$ cat src/rtl/c2c_pkg.sv
// Shared definitions for the chip-to-chip burst receiver: control state
// encoding and the width helper used to size its counters.
package c2c_pkg;

  typedef enum logic [1:0] {
    ST_IDLE  = 2'd0,
    ST_DELAY = 2'd1,
    ST_ACK   = 2'd2,
    ST_DATA  = 2'd3
  } state_e;

  // Bits needed for a counter that runs from 0 to n-1 (never less than one bit).
  function automatic int unsigned cnt_w(input int unsigned n);
    return (n < 2) ? 1 : $clog2(n);
  endfunction

endpackage

$ cat src/rtl/c2c_sync_fifo.sv
// Single-clock first-word-fall-through FIFO: rdata always shows the head entry.
// A push while full and a pop while empty are both dropped.
module c2c_sync_fifo
  import c2c_pkg::*;
#(
  parameter int unsigned DATA_W     = 3,
  parameter int unsigned FIFO_DEPTH = 8
) (
  input  logic                          clk,
  input  logic                          rst_n,
  input  logic                          push,
  input  logic [DATA_W-1:0]             wdata,
  input  logic                          pop,
  output logic [DATA_W-1:0]             rdata,
  output logic                          empty,
  output logic                          full,
  output logic [$clog2(FIFO_DEPTH):0]   level
);

  localparam int unsigned AW = cnt_w(FIFO_DEPTH);
  localparam int unsigned LW = $clog2(FIFO_DEPTH) + 1;

  logic [DATA_W-1:0] mem [FIFO_DEPTH];
  logic [AW-1:0]     wr_ptr, rd_ptr;
  logic [LW-1:0]     count;
  logic              do_push, do_pop;

  assign do_push = push && !full;
  assign do_pop  = pop && !empty;

  function automatic logic [AW-1:0] next_ptr(input logic [AW-1:0] p);
    return (p == AW'(FIFO_DEPTH - 1)) ? '0 : p + AW'(1);
  endfunction

  // NOTE: storage has no reset; emptiness is tracked by count, so stale words are never visible.
  always_ff @(posedge clk) begin
    if (do_push) mem[wr_ptr] <= wdata;
  end

  always_ff @(posedge clk or negedge rst_n) begin
    if (!rst_n) begin
      wr_ptr <= '0;
      rd_ptr <= '0;
      count  <= '0;
    end else begin
      if (do_push) wr_ptr <= next_ptr(wr_ptr);
      if (do_pop)  rd_ptr <= next_ptr(rd_ptr);
      case ({do_push, do_pop})
        2'b10:   count <= count + LW'(1);
        2'b01:   count <= count - LW'(1);
        default: count <= count;
      endcase
    end
  end

  assign rdata = mem[rd_ptr];
  assign empty = (count == '0);
  assign full  = (count == LW'(FIFO_DEPTH));
  assign level = count;

endmodule

$ cat src/rtl/c2c_slave_burst_rx.sv
// Slave side of a request/ack burst link: waits ACK_DELAY cycles before
// acknowledging, then buffers BURST_LEN words (or times out) into a FWFT FIFO.
module c2c_slave_burst_rx
  import c2c_pkg::*;
#(
  parameter int unsigned DATA_W     = 3,
  parameter int unsigned ACK_DELAY  = 100000000,
  parameter int unsigned BURST_LEN  = 4,
  parameter int unsigned FIFO_DEPTH = 8,
  parameter int unsigned TIMEOUT    = 1000
) (
  input  logic                          clk,
  input  logic                          rst_n,
  input  logic                          request,
  input  logic                          valid,
  input  logic [DATA_W-1:0]             data_in,
  input  logic                          rd_en,
  output logic                          ack,
  output logic                          notice,
  output logic [DATA_W-1:0]             rd_data,
  output logic                          empty,
  output logic                          full,
  output logic [$clog2(FIFO_DEPTH):0]   level,
  output logic                          timeout_err
);

  localparam int unsigned DLY_W = cnt_w(ACK_DELAY);
  localparam int unsigned WRD_W = cnt_w(BURST_LEN);
  localparam int unsigned IDL_W = cnt_w(TIMEOUT);

  state_e             state_q, state_d;
  logic [DLY_W-1:0]   dly_q, dly_d;
  logic [WRD_W-1:0]   word_q, word_d;
  logic [IDL_W-1:0]   idle_q, idle_d;
  logic               terr_q, terr_d;
  logic               push;
  logic               free_ok;

  // A burst is only granted when the whole burst is guaranteed to fit.
  assign free_ok = (32'(FIFO_DEPTH) - 32'(level)) >= 32'(BURST_LEN);

  always_ff @(posedge clk or negedge rst_n) begin
    if (!rst_n) begin
      state_q <= ST_IDLE;
      dly_q   <= '0;
      word_q  <= '0;
      idle_q  <= '0;
      terr_q  <= 1'b0;
    end else begin
      state_q <= state_d;
      dly_q   <= dly_d;
      word_q  <= word_d;
      idle_q  <= idle_d;
      terr_q  <= terr_d;
    end
  end

  // NOTE: every signal written here gets a default first, so no path leaves one unassigned (no latches).
  always_comb begin
    state_d = state_q;
    dly_d   = dly_q;
    word_d  = word_q;
    idle_d  = idle_q;
    terr_d  = 1'b0;
    push    = 1'b0;
    case (state_q)
      ST_IDLE: begin
        dly_d = '0;
        if (request && free_ok) state_d = ST_DELAY;
      end
      ST_DELAY: begin
        if (!request) begin
          state_d = ST_IDLE;
          dly_d   = '0;
        end else if (dly_q == DLY_W'(ACK_DELAY - 1)) begin
          state_d = ST_ACK;
          dly_d   = '0;
        end else begin
          dly_d = dly_q + DLY_W'(1);
        end
      end
      ST_ACK: begin
        state_d = ST_DATA;
        word_d  = '0;
        idle_d  = '0;
      end
      ST_DATA: begin
        if (valid) begin
          push   = 1'b1;
          idle_d = '0;
          if (word_q == WRD_W'(BURST_LEN - 1)) begin
            state_d = ST_IDLE;
            word_d  = '0;
          end else begin
            word_d = word_q + WRD_W'(1);
          end
        end else if (idle_q == IDL_W'(TIMEOUT - 1)) begin
          state_d = ST_IDLE;
          idle_d  = '0;
          word_d  = '0;
          terr_d  = 1'b1;
        end else begin
          idle_d = idle_q + IDL_W'(1);
        end
      end
      default: state_d = ST_IDLE;
    endcase
  end

  assign ack         = (state_q == ST_ACK) || (state_q == ST_DATA);
  assign notice      = (state_q == ST_DELAY);
  assign timeout_err = terr_q;

  c2c_sync_fifo #(
    .DATA_W     (DATA_W),
    .FIFO_DEPTH (FIFO_DEPTH)
  ) u_fifo (
    .clk   (clk),
    .rst_n (rst_n),
    .push  (push),
    .wdata (data_in),
    .pop   (rd_en),
    .rdata (rd_data),
    .empty (empty),
    .full  (full),
    .level (level)
  );

endmodule

$ cat config.mk
export PLATFORM = sky130hd
export DESIGN_NAME = c2c_slave_burst_rx
export DESIGN_NICKNAME = d
export VERILOG_FILES = /design/src/rtl/c2c_pkg.sv /design/src/rtl/c2c_sync_fifo.sv /design/src/rtl/c2c_slave_burst_rx.sv
export SDC_FILE = /design/constraint.sdc
export NUM_CORES = 1
export LEC_CHECK = 0
export ABC_AREA = 0
export BUFFER_PORTS_ARGS = -buffer_cell sky130_fd_sc_hd__buf_2
export CAP_MARGIN = 20
export CORE_ASPECT_RATIO = 0.6
export CORE_UTILIZATION = 61
export DETAILED_ROUTE_END_ITERATION = 7
export GPL_TIMING_DRIVEN = 0
export HOLD_SLACK_MARGIN = 0.06
export PLACE_DENSITY_LB_ADDON = 0.12
export SETUP_SLACK_MARGIN = 0.5
export SYNTH_ARGS = -nofsm -noshare
export SYNTH_HDL_FRONTEND = slang
export SYNTH_SLANG_ARGS = --single-unit
$ cat constraint.sdc
create_clock -name clk -period 3 [get_ports clk]
set_input_delay 0.6 -clock clk [delete_from_list [all_inputs] [get_ports clk]]
set_output_delay 0.6 -clock clk [all_outputs]
set_load 0.03 [all_outputs]
==> metrics.yaml <==
cts_sinks: 76
first_iter_violations: 342
postSynthCellCount: 386
outcome: "completed"
worst-endpoint-arrival_ps: 1840
ys.flop_type: "dfrtp_1"
period_share_pct: 81.4
grt_pass1_wl_mm: 14.7
finalHoldViolations: 0
clk_root_buffer_cell: "clkbuf_8"
layout_commonest_cell: "nand2_1"
drc_errors: 0
die_h_um: 64.6
slew_violations: 0
min_path_type: "in -> async"
startpoint_type: "flip-flop"
p_leak_nw: 1.81
vias_per_cell: 6.18
coreArea_sq_mm: 0.00619
grt_max_degree: 31
critPathKind: "reg -> out"
max_freq_mhz: 410
setup_violations: 0
insertion_delay_ps: 350
crit_fanout: 7
dp_hpwl_mm: 6.19
clk_path_buf_depth: 2
skew_ps: 13.4
firstDrtPassIters: 6
synth_seq_cells: 76
vias: 3141
synth-edff-count: 24
fillers: 447
detail-route-antenna-nets: 0
die-area_sq_mm: 0.00686
numCtsBuffers: 9
path_cells: "buf_8 > mux4_2 > mux2_2 > buf_2"
cts.htree.levels: 3
final-instance-count-excl-fill: 508
boundaryPins: 20
rsz0062_at_grt: "false"
synth.yosys.seq_area_share_pct: 50.8
async_reset_ff_share_pct: 68.4
fp.dieW_um: 106
r2r_cells: 11
crit_slowest_cell: "mux4_2"
max_slew_margin_pct: 43.9
io_buffers: 19
antenna_found_initial: 0
initial_core_util_pct: 64.3
overflow: 0
yosysWarnings: 0
ir_drop_mv: 0.598
cap_violations: 0
critPathRequiredTime_ps: 2400
r2r_end: "u_fifo.level[3]"
antenna_cells: 0
pre_cts_ws_ps: 368
syn_area_per_cell_sq_um: 10.3
cellPowerDensity_mw_per_mm2: 623
fin_crit_ps: 2440
grt_pass1_vias: 2895
crit_buf_inv: 2
critPathMaxStageDelay_ps: 500
cpLargestDelayFamily: "multiplexers"
wl_mm: 8.65
drive_gt1_share_pct: 17.5
fin_ws_ps: 558
r2r_slack_ps: 670
gp_congestion: 0.888
place_inst: 490
setup.worst_path.end_class: "output pin"
routedWlPerCell_um: 17.0
clkTransAtPathRegs_ps: 80
syn_nets: 405
syn_area_sq_mm: 0.00398
tns_ps: 0
track_usage_pct: 28.4
worst_slew_pin_slew_ps: 834
num_rows: 22
layout_common_cells: "nand2_1 (54), dfrtp_1 (48), nor2_1 (28)"
final_nets: 438
syn2layout_area_growth_pct: 12.2
ys_types: 53
cts_tree: "done"
==> cell type report <==
type,instances,area [sq um],share of cell area (%)
clock buffer,10,128,2.86
buffer,20,121,2.72
tap,84,105,2.35
inverter,13,48.8,1.09
timing repair buffer,22,139,3.11
sequential,76,2030,45.4
clock inverter,6,41.3,0.925
multi-input combinational,277,1850,41.5
==> through the flow <==
| stage | util (%) | hold slack (ps) | instance area, sq um | power, mW |
|---|---|---|---|---|
| after detailed placement | 68.6 | 511 | 4250 | 2.05 |
| after global routing | 72.1 | 273 | 4460 | 2.93 |
| after floorplan | - | 304 | 4030 | 1.84 |
| final | 72.1 | 242 | 4460 | 2.78 |
| after CTS | 71.5 | 248 | 4430 | 2.75 |
| after global placement | 68.3 | 505 | 4230 | 2.03 |
==> synthesized netlist by cell type, types with 2 or more instances <==
cell type | instances | share of area, %
nand4b_1 | 2 | 0.44
nand3b_1 | 3 | 0.57
clkbuf_1 | 14 | 1.3
buf_4 | 2 | 0.38
nand2_1 | 54 | 5.1
mux2i_1 | 5 | 1.3
a32oi_1 | 2 | 0.44
edfxtp_1 | 24 | 18
o41ai_1 | 2 | 0.44
ha_1 | 10 | 3.1
or3_1 | 5 | 0.79
or4_1 | 3 | 0.57
a21oi_1 | 8 | 1.0
mux2_2 | 4 | 1.1
nor2b_1 | 2 | 0.31
o21ai_0 | 23 | 2.9
xor2_1 | 10 | 2.2
mux4_2 | 6 | 3.4
nor2_1 | 29 | 2.7
and2_1 | 2 | 0.31
and3_1 | 9 | 1.4
nor4b_1 | 2 | 0.44
a21o_1 | 3 | 0.57
nand4_1 | 18 | 2.8
nand2b_1 | 7 | 1.1
a32o_1 | 2 | 0.50
o31ai_1 | 2 | 0.38
nor4_1 | 6 | 0.94
inv_1 | 13 | 1.2
o22ai_1 | 4 | 0.63
buf_6 | 3 | 0.85
a31oi_1 | 3 | 0.47
dfrtp_1 | 52 | 33
nor3_1 | 10 | 1.3
and3b_1 | 2 | 0.44
nand3_1 | 16 | 2.0
xnor2_1 | 8 | 1.8
==> repair_timing <==
item                       CTS  global route
hold buffers                 0             0
buffers inserted             0             2
setup endpoints to repair    4             4
resized for setup            5            11
==> worst reg2reg max path, delay by kind of cell, from the launching register on <==
family	cells	cell delay [ps]
xor gates and xnor gates	2	270
AOI/OAI and AO/OA	2	290
buffers and inverters	2	370
and+or+nand+nor	3	410
adders and majority gates	2	470
DFF	1	400
==> how the worst max path moves through the flow <==
stage,endpoint,from,slack [ps],depth (start not counted)
floorplan,u_fifo.level[3],u_fifo.level[1],500,10
global placement,u_fifo.level[3],flip-flop,390,11
CTS,rd_data[0],u_fifo.rd_ptr[0],500,4
global route,rd_data[1],u_fifo.rd_ptr[0],470,4
finish,rd_data[1],u_fifo.rd_ptr[0],560,4
detailed placement,u_fifo.level[3],flip-flop,370,11
==> layer usage <==
layer  vias to the layer above  GRT usage [%]  part of all wire (%)
li1                       1483              -                     -
met1                      1492           44.7                    50
met2                       153           38.1                    41
met3                        13           6.94                   7.8
met4                         0           9.38                   1.2
met5                         -              0                     0
==> state kept, by name, indices dropped and copies added, names as in the netlist, named ones only <==
signal,flops
idle_q,10
word_q,2
timeout_err,1
u_fifo.mem,24
dly_q,27
u_fifo.level,4
state_q,1
u_fifo.rd_ptr,3
u_fifo.wr_ptr,3
==> report_power, final <==
part           switching, mW  total (mW)  internal (mW)
logic                  0.485       0.850          0.365
clock network          0.379       0.680          0.300
registers              0.113        1.25           1.14
==> cells by family (layout without fill, tap and decap cells) <==
kind of cell / after synthesis / after routing / synth area share (%)
flops: 76 / 76 / 50.8
mux: 15 / 15 / 5.78
compound gates: 56 / 56 / 8.93
buf+inv: 33 / 71 / 3.90
simple gates: 177 / 177 / 23.0
fa+ha+maj: 11 / 11 / 3.65
xor+xnor: 18 / 18 / 3.96
Power figures use the tool's default switching activity.
